**src/rtl/hazard_bubble_ctrl.sv**
```systemverilog
// Load-use hazard / branch-flush bubble controller between control unit and ID/EX.
// Optional saturating perf counters are enabled with `define HAZ_PERF_CNT_EN.
module hazard_bubble_ctrl #(
    parameter int                 CTRL_W       = 10,
    parameter logic [CTRL_W-1:0]  BUBBLE_VAL   = '0,
    parameter int                 REG_ADDR_W   = 5,
    parameter int                 STALL_CYCLES = 1
) (
    input  logic                  clk,
    input  logic                  rst,
    input  logic [CTRL_W-1:0]     ctrl_in,
    input  logic [REG_ADDR_W-1:0] id_rs,
    input  logic [REG_ADDR_W-1:0] id_rt,
    input  logic                  id_uses_rt,
    input  logic                  ex_mem_read,
    input  logic [REG_ADDR_W-1:0] ex_rt,
    input  logic                  branch_taken,
    output logic [CTRL_W-1:0]     ctrl_out,
    output logic                  pc_write,
    output logic                  if_id_write,
    output logic                  if_id_flush,
    output logic                  stall,
    output logic [15:0]           stall_cnt,
    output logic [15:0]           flush_cnt
);

    typedef enum logic {
        IDLE  = 1'b0,
        STALL = 1'b1
    } state_t;

    localparam logic [3:0] CNT_INIT =
        (STALL_CYCLES > 1) ? 4'(STALL_CYCLES - 2) : 4'd0;

    state_t     state_q, state_d;
    logic [3:0] cnt_q, cnt_d;
    logic       haz, haz_active, bubble;

    assign haz = ex_mem_read && (ex_rt != '0) &&
                 ((ex_rt == id_rs) || (id_uses_rt && (ex_rt == id_rt)));

    assign haz_active = ((state_q == IDLE) && haz) || (state_q == STALL);
    assign bubble     = branch_taken || haz_active;

    // Reset forces the safe pattern: bubble out, front end frozen, no flush.
    always_comb begin
        ctrl_out    = bubble ? BUBBLE_VAL : ctrl_in;
        pc_write    = ~(haz_active & ~branch_taken);
        if_id_write = ~(haz_active & ~branch_taken);
        if_id_flush = branch_taken;
        stall       = haz_active & ~branch_taken;
        if (rst) begin
            ctrl_out    = BUBBLE_VAL;
            pc_write    = 1'b0;
            if_id_write = 1'b0;
            if_id_flush = 1'b0;
            stall       = 1'b0;
        end
    end

    always_comb begin
        state_d = state_q;
        cnt_d   = cnt_q;
        if (branch_taken) begin
            state_d = IDLE;
            cnt_d   = 4'd0;
        end else begin
            unique case (state_q)
                IDLE: begin
                    if (haz && (STALL_CYCLES > 1)) begin
                        state_d = STALL;
                        cnt_d   = CNT_INIT;
                    end
                end
                STALL: begin
                    if (cnt_q == 4'd0) begin
                        state_d = IDLE;
                    end else begin
                        cnt_d = cnt_q - 4'd1;
                    end
                end
                default: begin
                    state_d = IDLE;
                    cnt_d   = 4'd0;
                end
            endcase
        end
    end

    always_ff @(posedge clk or posedge rst) begin
        if (rst) begin
            state_q <= IDLE;
            cnt_q   <= 4'd0;
        end else begin
            state_q <= state_d;
            cnt_q   <= cnt_d;
        end
    end

`ifdef HAZ_PERF_CNT_EN
    logic [15:0] stall_cnt_q, stall_cnt_d;
    logic [15:0] flush_cnt_q, flush_cnt_d;

    always_comb begin
        stall_cnt_d = stall_cnt_q;
        flush_cnt_d = flush_cnt_q;
        if (stall && (stall_cnt_q != 16'hFFFF)) begin
            stall_cnt_d = stall_cnt_q + 16'd1;
        end
        if (if_id_flush && (flush_cnt_q != 16'hFFFF)) begin
            flush_cnt_d = flush_cnt_q + 16'd1;
        end
    end

    always_ff @(posedge clk or posedge rst) begin
        if (rst) begin
            stall_cnt_q <= 16'd0;
            flush_cnt_q <= 16'd0;
        end else begin
            stall_cnt_q <= stall_cnt_d;
            flush_cnt_q <= flush_cnt_d;
        end
    end

    assign stall_cnt = stall_cnt_q;
    assign flush_cnt = flush_cnt_q;
`else
    assign stall_cnt = 16'd0;
    assign flush_cnt = 16'd0;
`endif

endmodule
```
**config.mk**
```make
export PLATFORM = sky130hd
export DESIGN_NAME = hazard_bubble_ctrl
export DESIGN_NICKNAME = d
export VERILOG_FILES = /design/src/rtl/hazard_bubble_ctrl.sv
export SDC_FILE = /design/constraint.sdc
export NUM_CORES = 1
export LEC_CHECK = 0
export CAP_MARGIN = 20
export CORE_UTILIZATION = 34
export DETAILED_ROUTE_END_ITERATION = 10
export PLACE_DENSITY = 0.95
export SYNTH_ARGS = -nofsm -noshare
export SYNTH_HDL_FRONTEND = slang
export SYNTH_SLANG_ARGS = --single-unit
export TNS_END_PERCENT = 20
```
**constraint.sdc**
```tcl
create_clock -name clk -period 3.95 [get_ports clk]
set_input_delay 0.79 -clock clk [delete_from_list [all_inputs] [get_ports clk]]
set_output_delay 0.79 -clock clk [all_outputs]
set_load 0.005 [all_outputs]
```
Yosys cells after proc, flatten, opt, wreduce, memory -nomap -nowiden
Cells that the tools add are included.
{"block": "op_classes", "add_sub_neg": 1, "n_eq_ne": 3, "muxes": 11, "bitwise": 4, "reduce_logical": 11}
{"cell": "2-to-1 mux 10 bit", "n": 2}
{"cell": "2-to-1 mux 4 bit", "n": 3}
{"cell": "equality test 5 bit", "n": 2}
{"cell": "2-to-1 mux 1 bit", "n": 6}
{"cell": "nonzero test 5 bit", "n": 1}
{"cell": "logical AND 1 bit", "n": 4}
{"cell": "logical NOT 4 bit", "n": 1}
{"cell": "subtractor 4 x 1 -> 4 bit, second input constant", "n": 1}
{"cell": "logical OR 1 bit", "n": 3}
{"cell": "inverter 1 bit", "n": 3}
{"cell": "inequality test 2 bit, second input constant", "n": 1}
{"cell": "AND reduction 2 bit", "n": 1}
{"cell": "nonzero test 2 bit", "n": 1}
{"cell": "bitwise AND 1 bit", "n": 1}
{"block": "totals", "reg_bits": 5, "inputBits": 30, "out_inout_bits": 46, "wordCells": 32}

Depth between registers and ports, before layout
{"block": "depth", "word_depth": 9, "depth_mapped": 6, "mapped_depth_nobuf": 6}

Worst setup path after synthesis
No wires, ideal clock.
{"block": "synth_path", "path_type": "input port to output port", "from": "input port ex_rt[1]", "to": "output port pc_write", "arrival_time_ns": 1.886, "required_ns": 3.160, "slack_ns": 1.274, "stages": 4, "n_path_buf": 1, "cell_sequence": "or4_1 > o21a_1 > a31oi_1 > buf_4"}
{"block": "synth_between", "elab_chain_len": 9, "elab_cells_between_ends": 12, "classes_between": "eq/ne (2); mux (1); bitwise (2); reduce/logical (7)"}
{"item": "from (decl)", "line_no": "16", "text": "input logic [REG_ADDR_W-1:0] ex_rt,"}
{"item": "equality test 5 bit", "line_no": "40", "text": "((ex_rt == id_rs) || (id_uses_rt && (ex_rt == id_rt)));"}
{"item": "logical AND 1 bit", "line_no": "40"}
{"item": "logical OR 1 bit", "line_no": "40"}
{"item": "logical AND 1 bit (*)", "line_no": "39", "text": "assign haz = ex_mem_read && (ex_rt != '0) &&"}
{"item": "logical AND 1 bit (*)", "line_no": "42", "text": "assign haz_active = ((state_q == IDLE) && haz) || (state_q == STALL);"}
{"item": "logical OR 1 bit (*)", "line_no": "42"}
{"item": "bitwise AND 1 bit (*)"}
{"item": "inverter 1 bit (*)"}
{"item": "2-to-1 mux 1 bit (*)"}
{"item": "to (decl)", "line_no": "19", "text": "output logic pc_write,"}
Mark *: on every way between the ends. The rest lies on a longest branch, timed or not.

Worst setup path after layout
{"block": "layout_path", "from": "input port ex_rt[1]", "to": "output port ctrl_out[7]"}
{"block": "layout_between", "elab_chain_len": 9, "elab_cells_between_ends": 12, "classes_between": "eq/ne (2); mux (2); reduce/logical (8)"}
{"item": "equality test 5 bit", "line_no": "40"}
{"item": "logical AND 1 bit", "line_no": "40"}
{"item": "logical OR 1 bit", "line_no": "40"}
{"item": "logical AND 1 bit (*)", "line_no": "39"}
{"item": "logical AND 1 bit (*)", "line_no": "42"}
{"item": "logical OR 1 bit (*)", "line_no": "42"}
{"item": "logical OR 1 bit (*)", "line_no": "43", "text": "assign bubble = branch_taken || haz_active;"}
{"item": "2-to-1 mux 10 bit (*)", "line_no": "47", "text": "ctrl_out = bubble ? BUBBLE_VAL : ctrl_in;"}
{"item": "2-to-1 mux 10 bit (*)", "line_no": "52", "text": "if (rst) begin"}
{"item": "to (decl)", "line_no": "18", "text": "output logic [CTRL_W-1:0] ctrl_out,"}
Marks and branches as above.

==> run metrics <==
number of flops mapped to enable cells by yosys=0; number of input and output port buffers inserted=between 40 and 50; Mapped Cells=approximately 110; H-tree levels=1; CTS Hold Bufs=0; nature of the critical path startpoint=input pin; result of the run=complete, no violations; area enclosed by the die boundary=2710 um2; count of nets left with antenna violations after detail routing=0; routability cong.=between 0.7 and 0.8; share of the clock period used by the worst path after layout=between 90% and 100%; first-pass GRT wire length=around 3300 um; maximum fanout count along the critical path=11; max-slew violations=0; final standard cell utilization of the core=between 50% and 60%; unrepaired setup endpoints after global routing=false; initial core utilization=around 37%; growth of design area from synthesis to finish=42.2%; Synth Flop Type=sky130_fd_sc_hd__dfrtp_1; Ports=76; Post-Synthesis Mean Instance Area=7.95 um2; total cell area at the placement stage=between 1000 and 1500 um2; count of TritonRoute iterations in the first routing pass=4; clk slew on worst S/H paths=approximately 40 ps; most common library cell in the layout ignoring fill and taps=sky130_fd_sc_hd__clkdlybuf4s50_1; largest voltage drop on the vdd net=between 0.1 and 0.15 mV; number of unique standard cell types used by synthesis=27; root buffer cell=sky130_fd_sc_hd__clkbuf_4; type of the worst setup path=in2out; clock latency reported for the late side of the worst-skew pair=250 ps; worst hold margin=between 500 and 600 ps; net count of the finished layout=~180; worst setup slack for register-to-register paths=approximately 2400 ps; initial antenna violation count=0; via count of the first global-routing pass=between 800 and 900; post-route design area=approximately 1200 um2; static leakage power=approximately 0.5 nW; number of core rows=17; post-detail-place hpwl=around 1600 um; combinational family with the most area after synthesis=buffers and inverters; die height=52.0 um; clk_skew=9.66 ps; number of synthesis warnings=0; share of cell area taken by muxes after synthesis=0%; largest buffer count on any clock path=2; FILL cells=228; Setup Buffers After CTS=0; fraction of layout instances using a drive strength above 1=10.6%; number of buffers created by CTS=3; Synth Area in Compound Gates=~15%; maximum clock frequency=roughly 280 MHz; setup violators final=0; Total Neg Setup Slack=0 ps; CP most frequent cell=sky130_fd_sc_hd__clkdlybuf4s50_1; Sink Count=5; Die X-Extent=52.0 um; GRT overflow=0; count of max-cap constraint violations=0; post-route total power=around 200 uW; clock tree from TritonCTS=built; sequential element share of the synthesized area=14.7%; Synth async-reset ratio=100%; required time at the endpoint of the critical path=between 3000 and 4000 ps; worst min-delay path class=reg2reg; highest cell delay on the worst timing path=about 540 ps; fraction of the mapped netlist area in simple logic gates=about 20%; post-detailed-routing wire length=~2000 um; post-synthesis adder-cell area fraction=2.94%; antenna fix cells=0; arrival time at the worst endpoint=2840 ps; critical path's top delay family=buffers and inverters; global-route total usage across every layer=between 10% and 20%; cell area after synthesis=between 800 and 900 um2; minimum clock period after layout=around 3600 ps; number of synthesized register bits=5; final routed wire length divided by cell count=between 10 and 15 um; final hold violations=0; standard cell with the maximum stage delay on the critical path=sky130_fd_sc_hd__or4_1; CTS-repair resized insts=0; sequence of cells on the critical path=clkdlybuf4s50_1 -> or4_1 -> o21a_1 -> buf_4 -> a21oi_2 -> clkdlybuf4s50_1; most frequent cells in the layout=sky130_fd_sc_hd__clkdlybuf4s50_1 (43), sky130_fd_sc_hd__conb_1 (32), sky130_fd_sc_hd__xnor2_1 (11), sky130_fd_sc_hd__nand3b_1 (10), sky130_fd_sc_hd__a21oi_2 (10); XOR/XNOR share of the synthesized area=a little over an eighth; vias per std cell=between 4 and 5; Std-Cell Core Area=~2300 um2; remaining design rule violation count=0; count of routing violations after the opening detailed-route iteration=10; sum of buffers and inverters on the critical path=3; cell area power density=163 nW/um2; largest net degree at the start of global routing=16; CP Capture Type=output pin; via count=a little under 800
-- metrics by stage --
step | worst slack, ps | std cells
after floorplan | 1270 | 138
after global placement | 369 | 175
after detailed placement | 316 | 175
after CTS | 313 | 179
after global routing | 235 | 179
final | 321 | 179
-- where the power goes --
group	switching, mW	leakage (nW)	total [mW]	internal (mW)
clock	0.0241	0.0150	0.0625	0.0384
sequential	0.000000000000000118	0.0699	0.0514	0.0514
combinational	0.0345	0.421	0.0836	0.0491
-- final timing paths --
| check | from | endpoint | cells after the start |
|---|---|---|---|
| setup / recovery | ex_rt[1] | ctrl_out[7] | 6 |
| hold / removal | cnt_q[3] | cnt_q[3] | 2 |
| setup reg to reg | cnt_q[0] | cnt_q[0] | 6 |
| hold reg to reg | cnt_q[3] | cnt_q[3] | 2 |
| max in group asynchronous | rst | state_q | 2 |
| min in group asynchronous | rst | cnt_q[2] | 2 |
-- synthesized netlist by cell type, types with 2 or more instances --
master,count,area share [%]
sky130_fd_sc_hd__nor2_1,6,2.6
sky130_fd_sc_hd__a21oi_2,10,10
sky130_fd_sc_hd__xor2_1,2,2.1
sky130_fd_sc_hd__clkbuf_1,2,0.88
sky130_fd_sc_hd__ha_1,2,2.9
sky130_fd_sc_hd__nand3_1,3,1.8
sky130_fd_sc_hd__buf_4,33,29
sky130_fd_sc_hd__dfrtp_1,5,15
sky130_fd_sc_hd__inv_1,4,1.8
sky130_fd_sc_hd__xnor2_1,11,11
sky130_fd_sc_hd__nand3b_1,10,8.8
sky130_fd_sc_hd__nand2_1,4,1.8
-- area by class of cell --
type,count,area [um2],area share (%)
clock buffer,4,26.3,2.17
inverter,4,15.0,1.24
multi-input combinational,92,556,45.9
sequential,5,125,10.3
tap,28,35.0,2.90
timing repair buffer,46,453,37.4
-- sequential cells by signal, summed over array words and instances, names as in the netlist --
| signal | cells |
|---|---|
| cnt_q | 4 |
| state_q | 1 |
-- cells by family (layout without fill, tap and decap cells) --
logic type                 count (synthesis)  after routing
adders and majority gates                  2              2
other                                      1             32
DFF                                        5              5
and+or+nand+nor                           29             29
xor gates and xnor gates                  13             13
buffers and inverters                     41             54
AOI/OAI and AO/OA                         16             16
-- per-layer routing --
layer	up-vias	global-route usage [%]	part of all wire (%)
met5	-	0	0
met4	0	11.7	2.6
met3	4	4.09	9.1
met2	50	30.3	52
met1	357	15.8	36
li1	374	-	-
-- worst register-to-register path, cell delays in order, from the launching register on --
cell,delay [ps]
sky130_fd_sc_hd__dfrtp_1,380
sky130_fd_sc_hd__inv_1,130
sky130_fd_sc_hd__ha_1,160
sky130_fd_sc_hd__or3b_1,390
sky130_fd_sc_hd__nand2_1,170
sky130_fd_sc_hd__xnor2_1,140
sky130_fd_sc_hd__nor2_1,50
(Power assumes the default switching activity.)
